**config.mk**
```make
export PLATFORM = sky130hd
export DESIGN_NAME = jk_modn_counter_ctrl
export DESIGN_NICKNAME = d
export VERILOG_FILES = /design/src/rtl/jk_modn_counter_ctrl_pkg.sv /design/src/rtl/jk_modn_counter_ctrl_jk_bank.sv /design/src/rtl/jk_modn_counter_ctrl.sv
export SDC_FILE = /design/constraint.sdc
export NUM_CORES = 1
export LEC_CHECK = 0
export CAP_MARGIN = 20
export CORE_UTILIZATION = 44
export DETAILED_ROUTE_END_ITERATION = 10
export PLACE_DENSITY = 0.78
export SETUP_SLACK_MARGIN = 0.05
export SLEW_MARGIN = 20
export SYNTH_ARGS = -nofsm -noshare
export SYNTH_HDL_FRONTEND = slang
export SYNTH_SLANG_ARGS = --single-unit
```
**constraint.sdc**
```tcl
create_clock -name clk -period 2.21 [get_ports clk]
set_input_delay 0.442 -clock clk [delete_from_list [all_inputs] [get_ports clk]]
set_output_delay 0.442 -clock clk [all_outputs]
set_load 0.05 [all_outputs]
```
**src/rtl/jk_modn_counter_ctrl_pkg.sv**
```systemverilog
`default_nettype none
// +-----------------------------------------------------------------+
// | jk_modn_counter_ctrl_pkg : JK excitation codes, mod-N next-count |
// | Revision 1.0                                                    |
// +-----------------------------------------------------------------+
package jk_modn_counter_ctrl_pkg;

   // bit1 = J, bit0 = K
   typedef logic [1:0] jk_code_t;

   localparam jk_code_t JK_HOLD = 2'b00;
   localparam jk_code_t JK_CLR  = 2'b01;
   localparam jk_code_t JK_SET  = 2'b10;
   localparam jk_code_t JK_TGL  = 2'b11;

   function automatic logic [31:0] next_count(input logic [31:0] cur,
                                              input logic        up,
                                              input logic [31:0] modulo);
      if (up)
         return (cur == modulo - 32'd1) ? 32'd0 : cur + 32'd1;
      else
         return (cur == 32'd0) ? modulo - 32'd1 : cur - 32'd1;
   endfunction

endpackage
`default_nettype wire

```
**src/rtl/jk_modn_counter_ctrl_jk_bank.sv**
```systemverilog
`default_nettype none
// +-----------------------------------------------------------------+
// | jk_modn_counter_ctrl_jk_bank : WIDTH JK flip-flops, no reset     |
// | Revision 1.0                                                    |
// +-----------------------------------------------------------------+
module jk_modn_counter_ctrl_jk_bank
   import jk_modn_counter_ctrl_pkg::*;
#(
   parameter int WIDTH = 3
) (
   input  logic             clk,
   input  logic [WIDTH-1:0] j_vec,
   input  logic [WIDTH-1:0] k_vec,
   output logic [WIDTH-1:0] q
);

   for (genvar i = 0; i < WIDTH; i++) begin : g_bit
      logic q_bit;

      always_ff @(posedge clk) begin
         case (jk_code_t'({j_vec[i], k_vec[i]}))
            JK_SET:  q_bit <= 1'b1;
            JK_CLR:  q_bit <= 1'b0;
            JK_TGL:  q_bit <= ~q_bit;
            default: q_bit <= q_bit;
         endcase
      end

      assign q[i] = q_bit;
   end

endmodule
`default_nettype wire

```
**src/rtl/jk_modn_counter_ctrl.sv**
```systemverilog
`default_nettype none
// +-----------------------------------------------------------------+
// | jk_modn_counter_ctrl : mod-N up/down counter built on a JK bank  |
// | Revision 1.0                                                    |
// +-----------------------------------------------------------------+
module jk_modn_counter_ctrl
   import jk_modn_counter_ctrl_pkg::*;
#(
   parameter int WIDTH  = 3,
   parameter int MODULO = 7
) (
   input  logic             clk,
   input  logic             rst,
   input  logic             en,
   input  logic             up,
   input  logic             load,
   input  logic [WIDTH-1:0] load_val,
   output logic [WIDTH-1:0] count,
   output logic             tc,
   output logic             load_err,
   output logic             illegal,
   output logic [WIDTH-1:0] j_vec,
   output logic [WIDTH-1:0] k_vec
);

   // One extra bit so MODULO == 2**WIDTH still compares correctly
   localparam logic [WIDTH:0]   MOD_EXT   = (WIDTH+1)'(MODULO);
   localparam logic [WIDTH-1:0] MAX_COUNT = WIDTH'(MODULO - 1);

   logic [WIDTH-1:0] q;
   logic [WIDTH-1:0] nxt;
   logic [WIDTH-1:0] diff;
   logic             load_ok;
   jk_code_t [WIDTH-1:0] code;

   jk_modn_counter_ctrl_jk_bank #(
      .WIDTH (WIDTH)
   ) u_bank (
      .clk   (clk),
      .j_vec (j_vec),
      .k_vec (k_vec),
      .q     (q)
   );

   assign count   = q;
   assign illegal = ({1'b0, q} >= MOD_EXT);
   assign load_ok = ({1'b0, load_val} < MOD_EXT);
   assign nxt     = WIDTH'(next_count(32'(q), up, 32'(MODULO)));
   assign diff    = q ^ nxt;

   assign tc = en & ~load & ~rst & ~illegal &
               (up ? (q == MAX_COUNT) : (q == '0));

   always_comb begin
      code  = '0;
      j_vec = '0;
      k_vec = '0;
      for (int i = 0; i < WIDTH; i++) begin
         if (rst)
            code[i] = JK_CLR;
         else if (load)
            code[i] = (load_ok && load_val[i]) ? JK_SET : JK_CLR;
         else if (illegal)
            code[i] = JK_CLR;
         else if (en && diff[i])
            code[i] = JK_TGL;
         else
            code[i] = JK_HOLD;
         j_vec[i] = code[i][1];
         k_vec[i] = code[i][0];
      end
   end

   always_ff @(posedge clk) begin
      if (rst)
         load_err <= 1'b0;
      else if (load)
         load_err <= ~load_ok;
   end

endmodule
`default_nettype wire

```
==> metrics, run 1 <==
run status did not finish; terminating stage of the flow clock tree synthesis; error that ended the run [ERROR DPL-0038] Utilization greater than 100%, impossible to legalize; number of buffers inserted for hold repair after clock tree synthesis 0; count of different cell masters after synthesis 35; Clock Tree Root clkbuf_4; Syn Inst Count 69; Placement Rows 12; Post-synth EDFFs 3; maximum level of the CTS H-tree 1; die height 38.6 um; dominant combinational cell family by area after synthesis compound AO/OA/AOI/OAI gates; warnings from Yosys 0; CTS Buffer Depth 2; # port buffers 19; width of the chip 38.6 um; simple logic cell fraction of the synthesized area 18.7%; top-level port count 20; total CTS buffers 3; post-synthesis instance area 589 um^2; register bit count reported by yosys 4; worst slack at placement -0.304 ns; synthesized area per cell 8.54 um^2; largest cells by area after synthesis edfxtp_1 (15%), ha_1 (13%), a21bo_2 (5.1%), a21oi_1 (4.2%), o21ai_0 (4.2%); mux cell area share after synthesis 1.70%; sequential share of the synthesized area 18.7%; fraction of the mapped netlist area in compound gates 36.1%; most area-hungry cell type in the Yosys netlist edfxtp_1; post-synthesis share of cell area spent on full adders, half adders and majority gates 12.7%; synthesized net count 83; cell area after placement 1070 um^2; number of placed instances, taps included 115; placer congestion estimate 0.867; post-synthesis xor/xnor area fraction 1.49%; Detailed Place HPWL 1490 um; FFs w/ async S/R, synth 0%; sink count of the clock tree 4; Resize count post-CTS 23; primary flip-flop cell chosen by synthesis mapping edfxtp_1; initial core utilization 50.3%; post-CTS setup buffers 8; post-synth top area share 15.3%
-- kinds of logic after synthesis --
family,count (synthesis)
XOR/XNOR,1
flip-flops,4
AND/OR/NAND/NOR,19
buffers and inverters,11
multiplexers,1
AO/OA/AOI/OAI,27
adder cells (fa/ha/maj),6
-- synthesized netlist by cell type (all sizes together), types with 2 or more instances --
library cell / count
a21bo: 3
a21oi: 5
a31oi: 3
buf: 6
edfxtp: 3
ha: 6
inv: 4
nand2: 6
nand2b: 2
nand3b: 2
nor3: 2
nor3b: 2
o21ai: 6
o221a: 2
o221ai: 3
-- metrics by stage --
stage	setup TNS, ns	utilization, %
after global placement	-0.980	91.3
after detailed placement	-1.41	91.3
after floorplan	-0.638	-
==> run 2, diff against run 1 <==
--- a/config.mk
+++ b/config.mk
@@ -6,10 +6,10 @@
 export NUM_CORES = 1
 export LEC_CHECK = 0
 export CAP_MARGIN = 20
-export CORE_UTILIZATION = 44
+export CORE_AREA = 2 2 63 65
 export DETAILED_ROUTE_END_ITERATION = 10
-export PLACE_DENSITY = 0.78
-export SETUP_SLACK_MARGIN = 0.05
+export DIE_AREA = 0 0 65 67
+export PLACE_DENSITY_LB_ADDON = 0.15
 export SLEW_MARGIN = 20
 export SYNTH_ARGS = -nofsm -noshare
 export SYNTH_HDL_FRONTEND = slang
==> metrics, run 2 <==
run status finished with violations; failing checks negative setup slack; met2 layer wire length in the routed design 908 um; worst min-delay path startpoint load_err; total design power 0.734 mW; top cells by count, synth ha_1 (6), nand2_1 (6), a21oi_1 (5), o21ai_0 (5), inv_1 (4); register bit count reported by yosys 4 (unchanged); worst hold path endpoint load_err; CP Max Fanout 4; Final Net Count 127; final count of hold timing violations 0; setup violation total in the final timing report 7; maximum level of the CTS H-tree 1 (unchanged); unrepaired setup endpoints after global routing yes; most frequent standard cell in the layout excluding fill and tap cells buf_4; Detailed Place HPWL 1460 um (-1.9%); initial core utilization 16.3% (-34 points); Setup WS post-layout -0.229 ns; number of detailed-routing iterations run before antenna repair 3; average via count per standard cell 4.21; metal3 WL 66 um; sequential share of the synthesized area 18.7% (unchanged); final worst-path cycle share 110%; drt drc 0; most frequent cells in the layout buf_4 (28), clkdlybuf4s50_1 (7), buf_12 (7); TritonCTS clock tree done; die height 67 um (+74%); largest cells by area after synthesis edfxtp_1 (15%), ha_1 (13%), a21bo_2 (5.1%), a21oi_1 (4.2%), o21ai_0 (4.2%); design internal power 0.442 mW; number of antenna violations at the first check in global routing 0; Placement Rows 22 (+10); highest clock rate 410 MHz; startpoint class of the critical path register; Worst-Margin Slew 0.492 ns; top-level port count 20 (unchanged); total grt overflow 0; worst reg2reg startpoint u_bank.g_bit[0].q_bit; switching part of the total power 39.8%; pin count of the biggest net entering global routing 12; fraction of layout instances using a drive strength above 1 63.4%; global-route wire length before repair 2850 um; type of the setup path with the least slack register to output port; Clock Tree Root clkbuf_8; core area 3610 um^2; Lkg Pwr 0.501 nW; arrival time at the worst endpoint 2.00 ns; worst hold path stage count 2; width of the chip 65 um (+68%); setup TNS -1.12 ns; post-synth top area share 15.3% (unchanged); Skew-Pair Late Insertion Delay 0.22 ns; area added between synthesis and finish 114%; FFs w/ async S/R, synth 0% (unchanged); relative max-transition margin 67.1%; power density over the cells 583 nW/um^2; registers with the most flip-flops u_bank.g_bit.q_bit: 3 flops, load_err: 1 flops; Crit path required time 1.77 ns; max-slew violation count 0; number of buffers inserted for hold repair after clock tree synthesis 0 (unchanged); highest metal layer with signal wires met4; total vias in the final route 674; power share of the clock group 22.8%; CTS Buffer Depth 2 (unchanged); sink count of the clock tree 4 (unchanged); Post-synth EDFFs 3 (unchanged); wire length after detailed routing 1840 um; warnings from Yosys 0 (unchanged); synthesized net count 83 (unchanged); share of total power in sequential cells 14.0%; Post-Route M1 WL 807 um; flip-flop count of the largest register, all copies and words added 3; Post-Route Hold Slack 0.474 ns; reg-to-reg setup timing slack 0.27 ns; post-synthesis instance area 589 um^2 (unchanged); vias in the first global route 615; fill count 365; fraction of power consumed by combinational cells 63.2%; routed wire length per instance 11.5 um; DRT iter0 DRCs 6; min Tclk post-route 2.44 ns; most area-hungry cell type in the Yosys netlist edfxtp_1; primary flip-flop cell chosen by synthesis mapping edfxtp_1; Reg-to-Reg End u_bank.g_bit[2].q_bit; Syn Inst Count 69 (unchanged); depth of the most critical reg-to-reg path 6; switching power 0.292 mW; critical path endpoint category output port; VDD IR-drop max 0.241 mV; setup clock skew after layout 0.000647 ns; count of different cell masters after synthesis 35 (unchanged); synthesized area per cell 8.54 um^2 (unchanged); total of max-cap violations 0; area enclosed by the die boundary 4360 um^2; type of the tightest min-delay check register to register; total CTS buffers 3 (unchanged); ANT cells 0; # port buffers 19 (unchanged); placer congestion estimate 0.681 (-21%); post-route ant nets 0; Worst-path clk slew 0.03 ns; largest reg by FF count u_bank.g_bit.q_bit; global-route usage over all layers 8.66%
run 2: layer usage:
layer,vias to the layer above,track usage [%]
met3,4,0.845
met4,0,6.38
met5,-,0
met1,314,11.1
met2,13,13.4
li1,343,-
run 2: cells by family after synthesis:
kind of cell	after synthesis	synth area share, %
AOI/OAI and AO/OA	27	36.1
DFF	4	18.7
adders and majority gates	6	12.7
and+or+nand+nor	19	18.7
xor gates and xnor gates	1	1.49
muxes	1	1.70
buffers and inverters	11	10.6
run 2: final cells by class:
type	count	area (um^2)	area share (%)
flip-flops and latches	4	110	8.75
clock buffers	4	45.0	3.58
repair buffers	46	460	36.6
multi-input cells	54	568	45.1
well taps	48	60.1	4.77
inverters	4	15.0	1.19
run 2: worst max-delay path: stages, from the launching register on:
cell and delay, ns:
edfxtp_1 0.47, ha_2 0.25, ha_4 0.22, nand2_2 0.07
o22ai_2 0.07, a211o_4 0.36, o221ai_4 0.17, buf_12 0.16
run 2: metrics by stage:
step	std cells	utilization (%)	area [um^2]	worst slack [ns]
2_1_floorplan	69	-	694	-0.200
3_3_place_gp	149	30.8	1110	-0.233
3_5_place_dp	149	30.8	1110	-0.245
4_1_cts	153	32.9	1190	-0.228
5_1_grt	160	34.9	1260	-0.284
6_report	160	34.9	1260	-0.229
run 2: repair_timing:
| item | CTS | global route |
|---|---|---|
| resized for setup | 11 | 7 |
| setup buffers | 0 | 7 |
| setup endpoints to repair | 8 | 8 |
| pin swaps | 3 | 4 |
run 2: how the worst max path moves through the flow:
stage / startpoint / end / slack, ns
2_1_floorplan: u_bank.g_bit[1].q_bit / tc / -0.20
3_3_place_gp: load_val[0] / j_vec[0] / -0.23
3_5_place_dp: load_val[1] / j_vec[1] / -0.24
4_1_cts: u_bank.g_bit[0].q_bit / k_vec[2] / -0.23
5_1_grt: u_bank.g_bit[0].q_bit / j_vec[1] / -0.28
6_report: u_bank.g_bit[0].q_bit / k_vec[2] / -0.23
run 2: power groups by stage:
stage                     clock network (mW)  registers, mW  logic [mW]
after floorplan                            0          0.107       0.243
after global placement                     0          0.103       0.404
after detailed placement                   0          0.103       0.405
after CTS                              0.169          0.102       0.422
after global routing                   0.175          0.105       0.494
final                                  0.167          0.103       0.464
Note: power is estimated with default switching activity, not from simulation.
==> RTL change (config.mk and constraints of run 2) <==
Reset style: asynchronous (`rst`), changed in one clocked block.
--- a/src/rtl/jk_modn_counter_ctrl.sv
+++ b/src/rtl/jk_modn_counter_ctrl.sv
@@ -71,7 +71,7 @@
       end
    end
 
-   always_ff @(posedge clk) begin
+   always_ff @(posedge clk or posedge rst) begin
       if (rst)
          load_err <= 1'b0;
       else if (load)
Formal check against the unedited RTL: differs if rst is asserted again (counterexample within 4 cycles, from zero or initial values and one cycle with rst high); with rst held inactive, the same outputs for 10 cycles.
==> RTL change against run 2 <==
The run still ends with setup timing left. Setup slack worse by 0.074 ns. Total power up 4.2%. Cell count up 1.3%. Design area up 5.6%. Sequential share of layout area down 0.085 points. Synthesized cell count down 1.4%. Combinational power up 6.0%. Register-to-register slack worse by 0.04 ns. Non-clock buffer count up 1. Sequential cell count unchanged. Worst hold slack better by 0.064 ns. Wire length up 6.0%. Synthesized area down 3.6%. Largest power group unchanged.
==> RTL change: results (changes against run 2) <==
routed_via_density: 4.185  # -0.65%
grt_pass1_vias: 646  # +5.0%
syn-num-nets: 82  # -1.2%
cp.arrival_ns: 2.07  # +0.07 ns
peakVddDrop_uv: 175.8  # -27%
stdcell_area_um2: 1329  # +5.6%
place_congestion: 0.6990  # +2.7%
whs_ns: 0.5377  # +0.06353 ns
synth_cell_type_count: 34  # -2.9%
path_clk_slew_ns: 0.04
pre_cts_ws_ns: -0.3035  # -0.05897 ns
outcome: "finished with violations"
tightest_slew_ns: 0.4919  # +0.0002587 ns
finalWorstSetupSlack_ns: -0.3025  # -0.07355 ns
reg2reg_depth: 7  # +1
worst-path-max-fanout: 4  # unchanged
fin_worst_skew_ns: 0.001924  # +0.001277 ns
violations: "setup timing"
seq_area_frac_synth: 0.2026  # +0.01581
drive_gt1_frac: 0.6053  # -0.02867
rrSetupSlack_ns: 0.23  # -0.04 ns
nNetsFinal: 129  # +1.6%
p_sw_mw: 0.3052  # +4.6%
holdPathEnd: "load_err"
grt_usage: 0.09156  # +0.004926
netlist_top_cells_count: "ha_1, inv_1, o21ai_0"
min_from: "load_err"
grt_max_degree: 9  # -3
slowest_delay_ns: 0.43  # -0.04 ns
p_seq_frac: 0.135  # -0.005
clock-root-buffer: "clkbuf_8"
grt_pass1_wl_um: 3036  # +6.6%
cp-startpoint: "u_bank.g_bit[1].q_bit"
power_leakage_nw: 0.5405  # +7.9%
dp_hpwl_um: 1493  # +2.5%
wl_per_cell_um: 12.01  # +4.7%
async_reset_ff_frac: 0.2500  # +0.2500
drtIter0Drc: 14  # +8
setup_violations: 7  # unchanged
placed_area_um2: 1074  # -3.3%
ys_top_cells_by_area: "edfxtp_1, ha_1, a21bo_2, o21ai_0, dfrtp_1"
setup_tns_ns: -1.425  # -0.2997 ns
synth_edf_count: 3  # unchanged
[RTL change: cell type report]
cell class                      count  area share
Tap cell                           48     0.04520
Timing Repair Buffer               47      0.3653
Multi-Input combinational cell     53      0.4520
Inverter                            6     0.01695
Clock buffer                        4     0.03390
Sequential cell                     4     0.08663
[RTL change: kinds of logic (layout without fill, tap and decap cells)]
family                     count (synthesis)  in the layout  synth area share
and+or+nand+nor                           18             18            0.1894
buffers and inverters                     11             57            0.1057
xor gates and xnor gates                   1              1           0.01542
AOI/OAI and AO/OA                         27             27            0.3370
adders and majority gates                  6              6            0.1322
DFF                                        4              4            0.2026
muxes                                      1              1           0.01762
[RTL change: worst register-to-register path, stage by stage, from the launching register on]
cell and delay [ns]:
edfxtp_1 0.43, buf_6 0.16, ha_4 0.15, ha_4 0.22, nand2_2 0.06, o22ai_2 0.06
a211o_1 0.30, o311a_1 0.35
[RTL change: power groups by stage]
stage / clock, mW / sequential, mW / combinational (mW)
after floorplan: 0 / 0.112 / 0.221
after global placement: 0 / 0.105 / 0.385
after detailed placement: 0 / 0.105 / 0.388
after CTS: 0.172 / 0.104 / 0.403
after global routing: 0.179 / 0.104 / 0.524
final: 0.169 / 0.103 / 0.492
[RTL change: how the worst max path moves through the flow]
stage / endpoint / slack (ns)
CTS: k_vec[2] / -0.28
finish: k_vec[2] / -0.30
global placement: k_vec[1] / -0.28
global route: k_vec[2] / -0.37
floorplan: k_vec[2] / -0.33
detailed placement: k_vec[1] / -0.30
[RTL change: timing repair]
action / in CTS / in global routing
pin swaps: 2 / 8
endpoints found under the setup margin: 8 / 8
setup buffers: 2 / 6
hold buffers: 0 / 0
resized for setup: 6 / 27
[RTL change: per-stage QoR]
stage                     cells  power (mW)
final                       162      0.7642
after global routing        162      0.8066
after CTS                   157      0.6793
after detailed placement    151      0.4926
after global placement      151      0.4906
after floorplan              68      0.3331
[RTL change: per-layer routing]
layer  GRT usage  wire, um
met4     0.04787        21
met2      0.1456       982
met1      0.1140       878
met5           0         0
met3     0.02196        63
